`config.mk`:
```
export PLATFORM = sky130hd
export DESIGN_NAME = counter_gate_ctrl_flat
export DESIGN_NICKNAME = d
export VERILOG_FILES = /design/src/rtl/counter_gate_ctrl_if.sv /design/src/rtl/counter_gate_ctrl.sv /design/src/flat_wrapper.sv
export SDC_FILE = /design/constraint.sdc
export NUM_CORES = 1
export LEC_CHECK = 0
export CORE_MARGIN = 1
export CORE_UTILIZATION = 40
export DETAILED_ROUTE_END_ITERATION = 7
export PLACE_DENSITY = 0.72
export SLEW_MARGIN = 20
export SYNTH_ARGS = -nofsm -noshare
export SYNTH_HDL_FRONTEND = slang
export SYNTH_SLANG_ARGS = --single-unit
```
`constraint.sdc`:
```
create_clock -name clk_in -period 4.2 [get_ports clk_in]
set_clock_uncertainty 0.1 [all_clocks]
set_input_delay 0.84 -clock clk_in [delete_from_list [all_inputs] [get_ports clk_in]]
set_output_delay 0.84 -clock clk_in [all_outputs]
set_load 0.01 [all_outputs]
```
`src/rtl/counter_gate_ctrl_if.sv`:
```
// Handshake and counter-side bundle between the gate controller and its neighbours.
// master = controller view; slave = counter/consumer/stimulus view.
interface counter_gate_ctrl_if;
  logic        start;
  logic        event_in;
  logic        cnt_enable;
  logic        cnt_clear_overflow;
  logic [31:0] cnt_count;
  logic        cnt_overflow;
  logic        busy;
  logic [31:0] result;
  logic        result_wrapped;
  logic        result_valid;
  logic        result_ready;

  modport master (
    input  start, event_in, cnt_count, cnt_overflow, result_ready,
    output cnt_enable, cnt_clear_overflow, busy, result, result_wrapped, result_valid
  );

  modport slave (
    output start, event_in, cnt_count, cnt_overflow, result_ready,
    input  cnt_enable, cnt_clear_overflow, busy, result, result_wrapped, result_valid
  );
endinterface

```
`src/rtl/counter_gate_ctrl.sv`:
```
// Opens a GATE_CYCLES-long counting window on a free-running event counter and reports
// the number of events seen in it as a start/end snapshot difference.
module counter_gate_ctrl #(
  parameter logic [31:0] GATE_CYCLES = 32'd1000,
  parameter bit          CONTINUOUS  = 1'b0
) (
  input logic                 clk_in,
  input logic                 reset,
  counter_gate_ctrl_if.master bus
);

  localparam logic [2:0] S_IDLE   = 3'd0;
  localparam logic [2:0] S_ARM    = 3'd1;
  localparam logic [2:0] S_GATE   = 3'd2;
  localparam logic [2:0] S_SETTLE = 3'd3;
  localparam logic [2:0] S_RESULT = 3'd4;

  generate
    if (GATE_CYCLES == 32'd0) begin : g_bad_gate_cycles
      $error("counter_gate_ctrl: GATE_CYCLES must be >= 1");
    end
  endgenerate

  logic [2:0]  r_state;
  logic [31:0] r_gate_cnt;
  logic [31:0] r_count_start;
  logic [31:0] r_result;
  logic        r_wrapped;
  logic        r_valid;
  logic        w_gate_open;
  logic        w_gate_last;

  assign w_gate_open = (r_state == S_GATE);
  assign w_gate_last = (r_gate_cnt == GATE_CYCLES - 32'd1);

  // Qualified by reset so the counter's own reset branch (taken only when enable=0) wins.
  assign bus.cnt_enable         = bus.event_in & w_gate_open & reset;
  assign bus.cnt_clear_overflow = (r_state == S_ARM) & reset;
  assign bus.busy               = (r_state != S_IDLE);
  assign bus.result             = r_result;
  assign bus.result_wrapped     = r_wrapped;
  assign bus.result_valid       = r_valid;

  always_ff @(posedge clk_in) begin
    if (!reset) begin
      r_state       <= S_IDLE;
      r_gate_cnt    <= 32'd0;
      r_count_start <= 32'd0;
      r_result      <= 32'd0;
      r_wrapped     <= 1'b0;
      r_valid       <= 1'b0;
    end else begin
      case (r_state)
        S_IDLE: begin
          if (bus.start) begin
            r_state <= S_ARM;
          end
        end
        S_ARM: begin
          r_count_start <= bus.cnt_count;
          r_gate_cnt    <= 32'd0;
          r_state       <= S_GATE;
        end
        S_GATE: begin
          if (w_gate_last) begin
            r_state <= S_SETTLE;
          end else begin
            r_gate_cnt <= r_gate_cnt + 32'd1;
          end
        end
        S_SETTLE: begin
          // Modular difference stays exact across a counter wrap (N < 2^32, <=1 event/cycle).
          r_result  <= bus.cnt_count - r_count_start;
          r_wrapped <= bus.cnt_overflow;
          r_valid   <= 1'b1;
          r_state   <= S_RESULT;
        end
        S_RESULT: begin
          if (bus.result_ready) begin
            r_valid <= 1'b0;
            r_state <= CONTINUOUS ? S_ARM : S_IDLE;
          end
        end
        default: begin
          r_state <= S_IDLE;
          r_valid <= 1'b0;
        end
      endcase
    end
  end

endmodule
```
`src/flat_wrapper.sv`:
```
// flat-port wrapper written by rule: the top's interface ports become plain ports
module counter_gate_ctrl_flat 
#(
  parameter logic [31:0] GATE_CYCLES = 32'd1000,
  parameter bit          CONTINUOUS  = 1'b0
)
  (clk_in, reset, bus_start, bus_event_in, bus_cnt_count, bus_cnt_overflow, bus_result_ready, bus_cnt_enable, bus_cnt_clear_overflow, bus_busy, bus_result, bus_result_wrapped, bus_result_valid);
  counter_gate_ctrl_if bus_i ();
  input logic clk_in;
  input logic reset;
  input wire logic [$bits(bus_i.start)-1:0] bus_start;
  input wire logic [$bits(bus_i.event_in)-1:0] bus_event_in;
  input wire logic [$bits(bus_i.cnt_count)-1:0] bus_cnt_count;
  input wire logic [$bits(bus_i.cnt_overflow)-1:0] bus_cnt_overflow;
  input wire logic [$bits(bus_i.result_ready)-1:0] bus_result_ready;
  output wire logic [$bits(bus_i.cnt_enable)-1:0] bus_cnt_enable;
  output wire logic [$bits(bus_i.cnt_clear_overflow)-1:0] bus_cnt_clear_overflow;
  output wire logic [$bits(bus_i.busy)-1:0] bus_busy;
  output wire logic [$bits(bus_i.result)-1:0] bus_result;
  output wire logic [$bits(bus_i.result_wrapped)-1:0] bus_result_wrapped;
  output wire logic [$bits(bus_i.result_valid)-1:0] bus_result_valid;
  assign bus_i.start = bus_start;
  assign bus_i.event_in = bus_event_in;
  assign bus_i.cnt_count = bus_cnt_count;
  assign bus_i.cnt_overflow = bus_cnt_overflow;
  assign bus_i.result_ready = bus_result_ready;
  assign bus_cnt_enable = bus_i.cnt_enable;
  assign bus_cnt_clear_overflow = bus_i.cnt_clear_overflow;
  assign bus_busy = bus_i.busy;
  assign bus_result = bus_i.result;
  assign bus_result_wrapped = bus_i.result_wrapped;
  assign bus_result_valid = bus_i.result_valid;
  counter_gate_ctrl #(.GATE_CYCLES(GATE_CYCLES), .CONTINUOUS(CONTINUOUS)) u_core (.clk_in(clk_in), .reset(reset), .bus(bus_i));
endmodule
```
# Word-level counts from Yosys, hierarchy flattened

Index checks and enable logic that the tools add are counted.

Add/sub/neg operators: 2
Muxes and demuxes: 8
Order comparisons: 0
Bitwise operators: 4
Shifts and indexed selects: 0
Multiply operators: 0
Equality and inequality tests: 9
Reduce and logical (&&, ||, !) cells: 7
Divide/modulo/power cells: 0

Operator list:

| operator                | count |
|---|---|
| $pmux W32 S2            | 1 |
| $add A32 B1 Y32 const B | 1 |
| $eq A32 B10 Y1 const B  | 1 |
| $mux W32                | 1 |
| $sub A32 B32 Y32        | 1 |
| $pmux W3 S5             | 1 |
| $mux W3                 | 3 |
| $ne A2 B2 Y1 const B    | 4 |
| $eq A3 B2 Y1 const B    | 2 |
| $reduce_and A2 Y1       | 2 |
| $and A1 B1 Y1           | 3 |
| $eq A3 B1 Y1 const B    | 1 |
| $eq A3 B3 Y1 const B    | 1 |
| $logic_not A3 Y1        | 1 |
| $pmux W1 S3             | 1 |
| $reduce_and A3 Y1       | 1 |
| $reduce_bool A3 Y1      | 1 |
| $reduce_or A3 Y1        | 1 |
| $reduce_bool A2 Y1      | 1 |
| $mux W1                 | 1 |
| $not A1 Y1              | 1 |

Logic and storage cells: 36
Bits in read-only memories: 0
Input bits: 38
Latch bits: 0
Memories kept: 0
Flip-flop bits (word level): 101
Bits in writable memories: 0

# Longest topological paths before layout

Gate-level depths: netlist of run 1.

Depth after elaboration: 4
Depth in mapped cells: 11
Depth with buffers taken out: 11

# Least setup slack after synthesis of run 1

No wires, ideal clock.

Kind: input -> register
Start: input port bus_cnt_count[17]
End: register u_core.r_result[29] (netlist: u_core.bus.result[29])
Stages on the path: 10
Data arrival time: 2.760 ns
Data required time: 3.973 ns
Path slack: 1.213 ns
Path through: ha_1 buf_6 or4_1 a21oi_1 a211oi_1 nor4_4 nor3_2 a31oi_1 xor2_1 o21ai_1

Cells in the longest elaborated chain, start to end: 1

Ends and longest elaborated chain:

| item                 | RTL line                | text |
|---|---|---|
| from (decl)          | flat_wrapper.sv:13      | `input wire logic [$bits(bus_i.cnt_count)-1:0] bus_cnt_count;` |
| $sub A32 B32 Y32     | counter_gate_ctrl.sv:73 | `r_result <= bus.cnt_count - r_count_start;` |
| to (signal assigned) | counter_gate_ctrl.sv:73 |  |
| to (decl)            | counter_gate_ctrl.sv:27 | `logic [31:0] r_result;` |

No other way between the ends.
A chain may end at the register's enable or synchronous reset.

# Worst setup path after layout of run 1

Start: input port bus_cnt_count[0]
End: register u_core.r_result[30] (netlist: u_core.bus.result[30])

The elaborated chain is that of the path after synthesis.

==> impl_results.md, run 1 <==
* Status: completed
* Biggest area consumer among synthesized cells: dfxtp_1
* Most common cell after layout, fill and taps aside: nand2_1
* Antenna cells at 0
* Tcrit/Tclk final at 80.6%
* Post-synth ARST share at 0%
* Maximum VDD drop at between 0.2 and 0.25 mV
* Die Ht at 124 µm
* Max Freq at between 0.2 and 0.3 GHz
* Crit Path Class: in2reg
* Post-CTS setup buffers at 0
* Placer Congestion at 0.915
* Total gr overflow at 0
* Routed WL per cell at 14.0 µm
* Core area at approximately 0.014 mm²
* Number of global-route vias before repair at roughly 4800
* DR DRC count at 0
* Ranking of synthesized cells by area: dfxtp_1 (34%), nand2_1 (9.2%), ha_1 (6.7%)
* Final WL at about 14000 µm
* Layout area overhead at 19.9%
* Pint at 0.00183 W
* Mapped Nets at about 830
* Die Width at 124 µm
* Share of cells above drive strength 1 at 4.37%
* Yosys Warn Count at 0
* Startpoint Class: primary input
* IO buf count at 74
* Main combinational cell family by area after synthesis: simple AND/OR/NAND/NOR gates
* Most frequent cells in the layout: nand2_1 (146), dfxtp_1 (101), clkdlybuf4s50_1 (73)
* CTS clk-pin slew, worst paths at roughly 70 ps
* RSZ-0062 raised after global routing: no
* Initial DRC Count at 418
* Crit-path max FO at 5
* Mean Syn Cell Area at between 7 and 8 µm²
* Post-synthesis sequential area ratio at 34.1%
* Synthesis-stage register bit count at ~100
* Max cap viols at 0
* Final Util at roughly 49%
* Total CTS buffers at 9
* Root buffer cell: clkbuf_16
* Skew-Pair Late Insertion Delay at approximately 350 ps
* Hold buffers post-CTS at 0
* # clock sinks at between 100 and 150
* Synth Area in Simple Gates at between 20% and 30%
* Post-synth cell types at between 60 and 70
* Post-synthesis compound-gate area fraction at between 10% and 20%
* Fin. Hold Viols at 0
* Largest net degree at the start of global routing at 41
* Sw Ratio at a little under 30%
* Post-Route Setup TNS at 0 ps
* Total GRT Usage at between 10% and 20%
* Hold/Removal Path Class: reg2reg
* Flop pwr share at between 30% and 40%
* Clock power frac at 35.2%
* IO Count at 75
* Post_cts resized at 0
* Fin crit period at approximately 3400 ps
* Pwr dens at ~370 mW/mm²
* Leakage at between 2 and 3 nW
* Slowest-stage cell, CP: clkdlybuf4s50_1
* Final HPWL DP at around 10000 µm
* Post-synth EDFFs at 0
* Post-synth top area share at around a third
* Nets at between 800 and 900
* Vias per Instance at 5.17
* CP Capture Type: flip-flop
* Worst Tran Pin Value at roughly 1000 ps
* Total number of H-tree levels at 3
* Register Area at between 0.002 and 0.0025 mm²
* Crit path cell chain: clkdlybuf4s50_1 > inv_1 > ha_1 > fa_1 > nor2b_1 > o2111ai_1 > nand3_1 > a211oi_2 > a31o_2 > o31ai_1 > xnor2_1 > o21ai_1
* Final setup vio count at 0
* Net Sw Power at just under 0.0008 W
* CTS tree: built
* Critical path data arrival time at ~3500 ps
* Fillers at around 1400
* Xor and xnor area share after synthesis at ~7.8%
* Final ANT Viol Nets at 0
* Global-route wire length before repair at about 23000 µm
* Slew Limit Headroom at between 30% and 40%
* Adder-Cell Fraction of Synth Area at 7.08%
* Die Area at approximately 0.015 mm²
* Row count at 44
* Most used DFF post-synth: dfxtp_1
* Multiplexer area fraction after synthesis at 0%
* Slowest cell delay on critical path at 480 ps
* Fin. max-slew vios at 0
* Share of total power in combinational logic at about 25%
* Initial antenna violation count at 0
* Multi-input gate area at 0.00360 mm²
* DRT Pass-1 Iters at 4
* Cell Area, Synth at 0.00594 mm²
* Critical Path RT at between 4000 and 5000 ps
* Starting Density at around 41%
* Clock Path Buffers at 2
* Mapped Cells at 763
* Total number of vias at 5215
critical path, delay by kind of cell:
family / cells / cell delay (ps)
xor+xnor: 1 / 160
fa+ha+maj: 2 / 600
buf+inv: 2 / 530
compound gates: 5 / 980
simple gates: 2 / 410
metal layers:
| layer | wire [µm] | up-vias | GRT usage (%) | part of all wire, % |
|---|---|---|---|---|
| li1 | - | 2711 | - | - |
| met1 | 6530 | 2413 | 23.3 | 46 |
| met2 | 6790 | 74 | 33.5 | 48 |
| met3 | 502 | 17 | 5.13 | 3.6 |
| met4 | 267 | 0 | 6.02 | 1.9 |
| met5 | 0 | - | 0 | 0 |
final timing paths:
| path | end | depth (start not counted) | start | slack (ps) |
|---|---|---|---|---|
| worst max register to register | u_core.bus.result[31] | 10 | u_core.r_count_start[16] | 1410 |
| worst min-delay path | u_core.bus.result[23] | 2 | u_core.bus.result[23] | 350 |
| worst min register to register | u_core.bus.result[23] | 2 | u_core.bus.result[23] | 350 |
| worst max-delay path | u_core.bus.result[30] | 12 | bus_cnt_count[0] | 810 |
layout make-up:
cell class	count	share of cell area (%)
clock inverters	3	0.950
inverters	46	2.43
repair buffers	78	10.8
multi-input cells	583	50.5
clock buffers	13	3.66
well taps	184	3.24
flip-flops and latches	101	28.4
sequential cells by signal, indices dropped and copies added, names as in the netlist:
signal	cells
u_core.bus.result	32
u_core.r_count_start	32
u_core.r_gate_cnt	32
u_core.r_state	3
u_core.bus.result_valid	1
u_core.bus.result_wrapped	1
Yosys cell counts (all sizes together), types with 4 or more instances:
| cell type | instances |
|---|---|
| xor2 | 28 |
| xnor2 | 25 |
| a21boi | 36 |
| ha | 32 |
| and2 | 18 |
| nand2 | 146 |
| a21o | 5 |
| nor4 | 6 |
| o211a | 4 |
| and3 | 18 |
| nand4 | 11 |
| or3 | 6 |
| o21a | 5 |
| clkbuf | 24 |
| dfxtp | 101 |
| inv | 46 |
| buf | 9 |
| nor2 | 53 |
| a21oi | 42 |
| nand3 | 23 |
| and4 | 5 |
| nor2b | 13 |
| nor3 | 13 |
| o21ai | 48 |
power by group through the flow:
stage | Clock (W) | Combinational [W] | Sequential (W)
2_1_floorplan | 0 | 0.000455 | 0.00105
4_1_cts | 0.000940 | 0.000651 | 0.00103
6_report | 0.000918 | 0.000653 | 0.00103
5_1_grt | 0.000978 | 0.000726 | 0.00104
3_3_place_gp | 0 | 0.000642 | 0.00105
3_5_place_dp | 0 | 0.000646 | 0.00106
through the flow:
step | instances | area, µm² | hold slack, ps | power, W | setup WS, ps
6_report | 1008 | 7110 | 351 | 0.00261 | 813
5_1_grt | 1008 | 7110 | 382 | 0.00274 | 673
4_1_cts | 1008 | 7110 | 354 | 0.00263 | 818
3_5_place_dp | 992 | 6790 | 344 | 0.00170 | 445
3_3_place_gp | 992 | 6790 | 339 | 0.00170 | 530
2_1_floorplan | 763 | 5940 | 343 | 0.00151 | 1210
cells by family after synthesis:
kind of cell	Yosys count
XOR/XNOR	53
adder cells (fa/ha/maj)	33
flip-flops	101
buffers and inverters	79
AO/OA/AOI/OAI	172
AND/OR/NAND/NOR	325
No activity file was read; power rests on OpenSTA's default activity.
==> run 2, diff against run 1 <==
--- a/config.mk
+++ b/config.mk
@@ -8,7 +8,7 @@
 export CORE_MARGIN = 1
 export CORE_UTILIZATION = 40
 export DETAILED_ROUTE_END_ITERATION = 7
-export PLACE_DENSITY = 0.72
+export PLACE_DENSITY = 0.74
 export SLEW_MARGIN = 20
 export SYNTH_ARGS = -nofsm -noshare
 export SYNTH_HDL_FRONTEND = slang
==> constraint.sdc (replaced) <==
create_clock -name clk_in -period 3.1 [get_ports clk_in]
set_clock_uncertainty 0.1 [all_clocks]
set_input_delay 0.62 -clock clk_in [delete_from_list [all_inputs] [get_ports clk_in]]
set_output_delay 0.62 -clock clk_in [all_outputs]
set_load 0.01 [all_outputs]
==> impl_results.md, run 2 (synthesis results as in run 1) <==
* Initial DRC Count at about 220
* Status: completed
* Fillers at ~1400
* # clock sinks at 101
* Total power at roughly 0.0037 W
* Final HPWL DP at about 11000 µm
* Final worst slack at between 100 and 150 ps
* Die Width at around 120 µm
* IO Count at 75
* Worst slack, placed at -399 ps
* Worst Tran Pin Value at between 1000 and 1500 ps
* Crit Path Class: in2reg
* Hold/Removal Path Class: reg2reg
* Top delay family on crit path: simple AND/OR/NAND/NOR gates
* Global-route wire length before repair at between 20000 and 25000 µm
* GRT met1 Usage at 24.3%
* Hold_ws at around 350 ps
* Critical path data arrival time at 3120 ps
* DRT Pass-1 Iters at 4
* DP Area at about 0.0072 mm²
* Crit path cell chain: clkdlybuf4s50_1 > ha_1 > or4_1 > a21oi_1 > a211oi_2 > nor4_4 > nor3_2 > nor3b_2 > xor2_1 > o21ai_1
* Root buffer cell: clkbuf_16
* Number of global-route vias before repair at between 5000 and 6000
* Most frequent cells in the layout: nand2_1 (146), dfxtp_1 (101), clkdlybuf4s50_1 (73)
* Critical Path RT at 3230 ps
* Tcrit/Tclk final at between 90% and 100%
* Layout area overhead at 27.5%
* Final WL at ~14000 µm
* Register Area at about 0.0020 mm²
* Total number of H-tree levels at 3
* Worst Path Buf+Inv at 1
* Final setup vio count at 0
* CTS clk-pin slew, worst paths at roughly 70 ps
* Slew Limit Headroom at roughly a third
* Final cell count without fillers at 1061
* Most common cell after layout, fill and taps aside: nand2_1
* Final ANT Viol Nets at 0
* Max Freq at roughly 0.33 GHz
* Hold buffers post-CTS at 0
* IO buf count at between 70 and 80
* Die Area at ~0.015 mm²
* Share of cells above drive strength 1 at 11.3%
* Nets at about 940
* Slowest-stage cell, CP: or4_1
* # placed instances at between 1000 and 1500
* Fin crit period at around 3000 ps
* Met3 usage at roughly 4.3%
* Post-route cell area at approximately 0.0076 mm²
* CTS tree: built
* Total number of vias at about 5500
* Vias per Instance at approximately 5.2
* Row count at 44
* Startpoint Class: primary input
* Die Ht at approximately 120 µm
* Placer Congestion at 0.905
* Most crowded layer after global routing: met2
* Skew-Pair Late Insertion Delay at approximately 350 ps
* Slowest cell delay on critical path at around 480 ps
* Maximum VDD drop at approximately 0.29 mV
* Pwr dens at approximately 490 mW/mm²
* Fin. Hold Viols at 0
* Core area at around 0.014 mm²
* CP Capture Type: flip-flop
* Total gr overflow at 0
* Clock Path Buffers at 2
* Antenna cells at 0
* Leakage at 2.90 nW
* Initial antenna violation count at 0
* Met2 usage at roughly a third
* DR DRC count at 0
* Total GRT Usage at approximately a fifth
* Fin. max-slew vios at 0
* Total CTS buffers at 9
* Multi-input gate area at 0.00363 mm²
* Starting Density at 41.0%
* Crit-path max FO at 3
* Max cap viols at 0
* RSZ-0062 raised after global routing: no
* Routed WL per cell at 13.5 µm
* Largest net degree at the start of global routing at 36
[run 2: cell count changes in the layout (fill, tap and decap cells not counted), moves of 2 or more]
cell | previous run | this run
clkbuf_8 | 2 | 0
clkinvlp_4 | 1 | 3
o31ai_2 | 0 | 2
clkbuf_1 | 2 | 0
o31ai_1 | 3 | 1
buf_4 | 4 | 57
[run 2: through the flow]
| step | setup TNS (ps) | util [%] |
|---|---|---|
| 2_1_floorplan | 0 | - |
| 3_3_place_gp | -3610 | 49.6 |
| 3_5_place_dp | -4250 | 49.6 |
| 5_1_grt | 0 | 52.3 |
| 4_1_cts | 0 | 52.0 |
| 6_report | 0 | 52.3 |
[run 2: worst reg2reg max path, stage by stage, from the launching register on]
cell      delay, ps
dfxtp_1         380
ha_1            190
nor4bb_1        320
nand4_1         130
o31a_2          450
o2111a_1        400
and3_4          260
nand3_2          80
xor2_1          140
nor2_1           50
[run 2: path summary, 6_finish.rpt]
path,start,cells after the start,slack [ps],to
worst max-delay path,bus_cnt_count[17],10,110,u_core.bus.result[25]
worst min-delay path,u_core.bus.result[27],2,350,u_core.bus.result[27]
worst max register to register,u_core.r_gate_cnt[0],9,440,u_core.r_gate_cnt[22]
worst min register to register,u_core.bus.result[27],2,350,u_core.bus.result[27]
[run 2: report_power, final]
part	internal (W)	switching (W)	leakage, nW
sequential	0.00136	0.0000408	0.817
combinational	0.000467	0.000543	1.92
clock	0.000792	0.000514	0.158
total	0.00262	0.00110	2.90
[run 2: area by class of cell]
cell class                      count  area share (%)
Multi-Input combinational cell    583            48.0
Sequential cell                   101            26.7
Timing Repair Buffer              131            15.4
Tap cell                          184            3.04
Clock buffer                        9            2.98
Inverter                           46            2.28
Clock inverter                      7            1.60
[run 2: timing repair]
item                                    in CTS  in global routing
pin swaps                                    0                  2
gates resized for setup                      1                  7
endpoints found under the hold margin        0                  0
setup buffers                                0                  1
endpoints found under the setup margin       1                  7
[run 2: layer usage]
metal	vias to the layer above	routed length (µm)
met5	-	0
met4	0	230
met3	13	417
met2	78	6960
met1	2570	6660
li1	2822	-
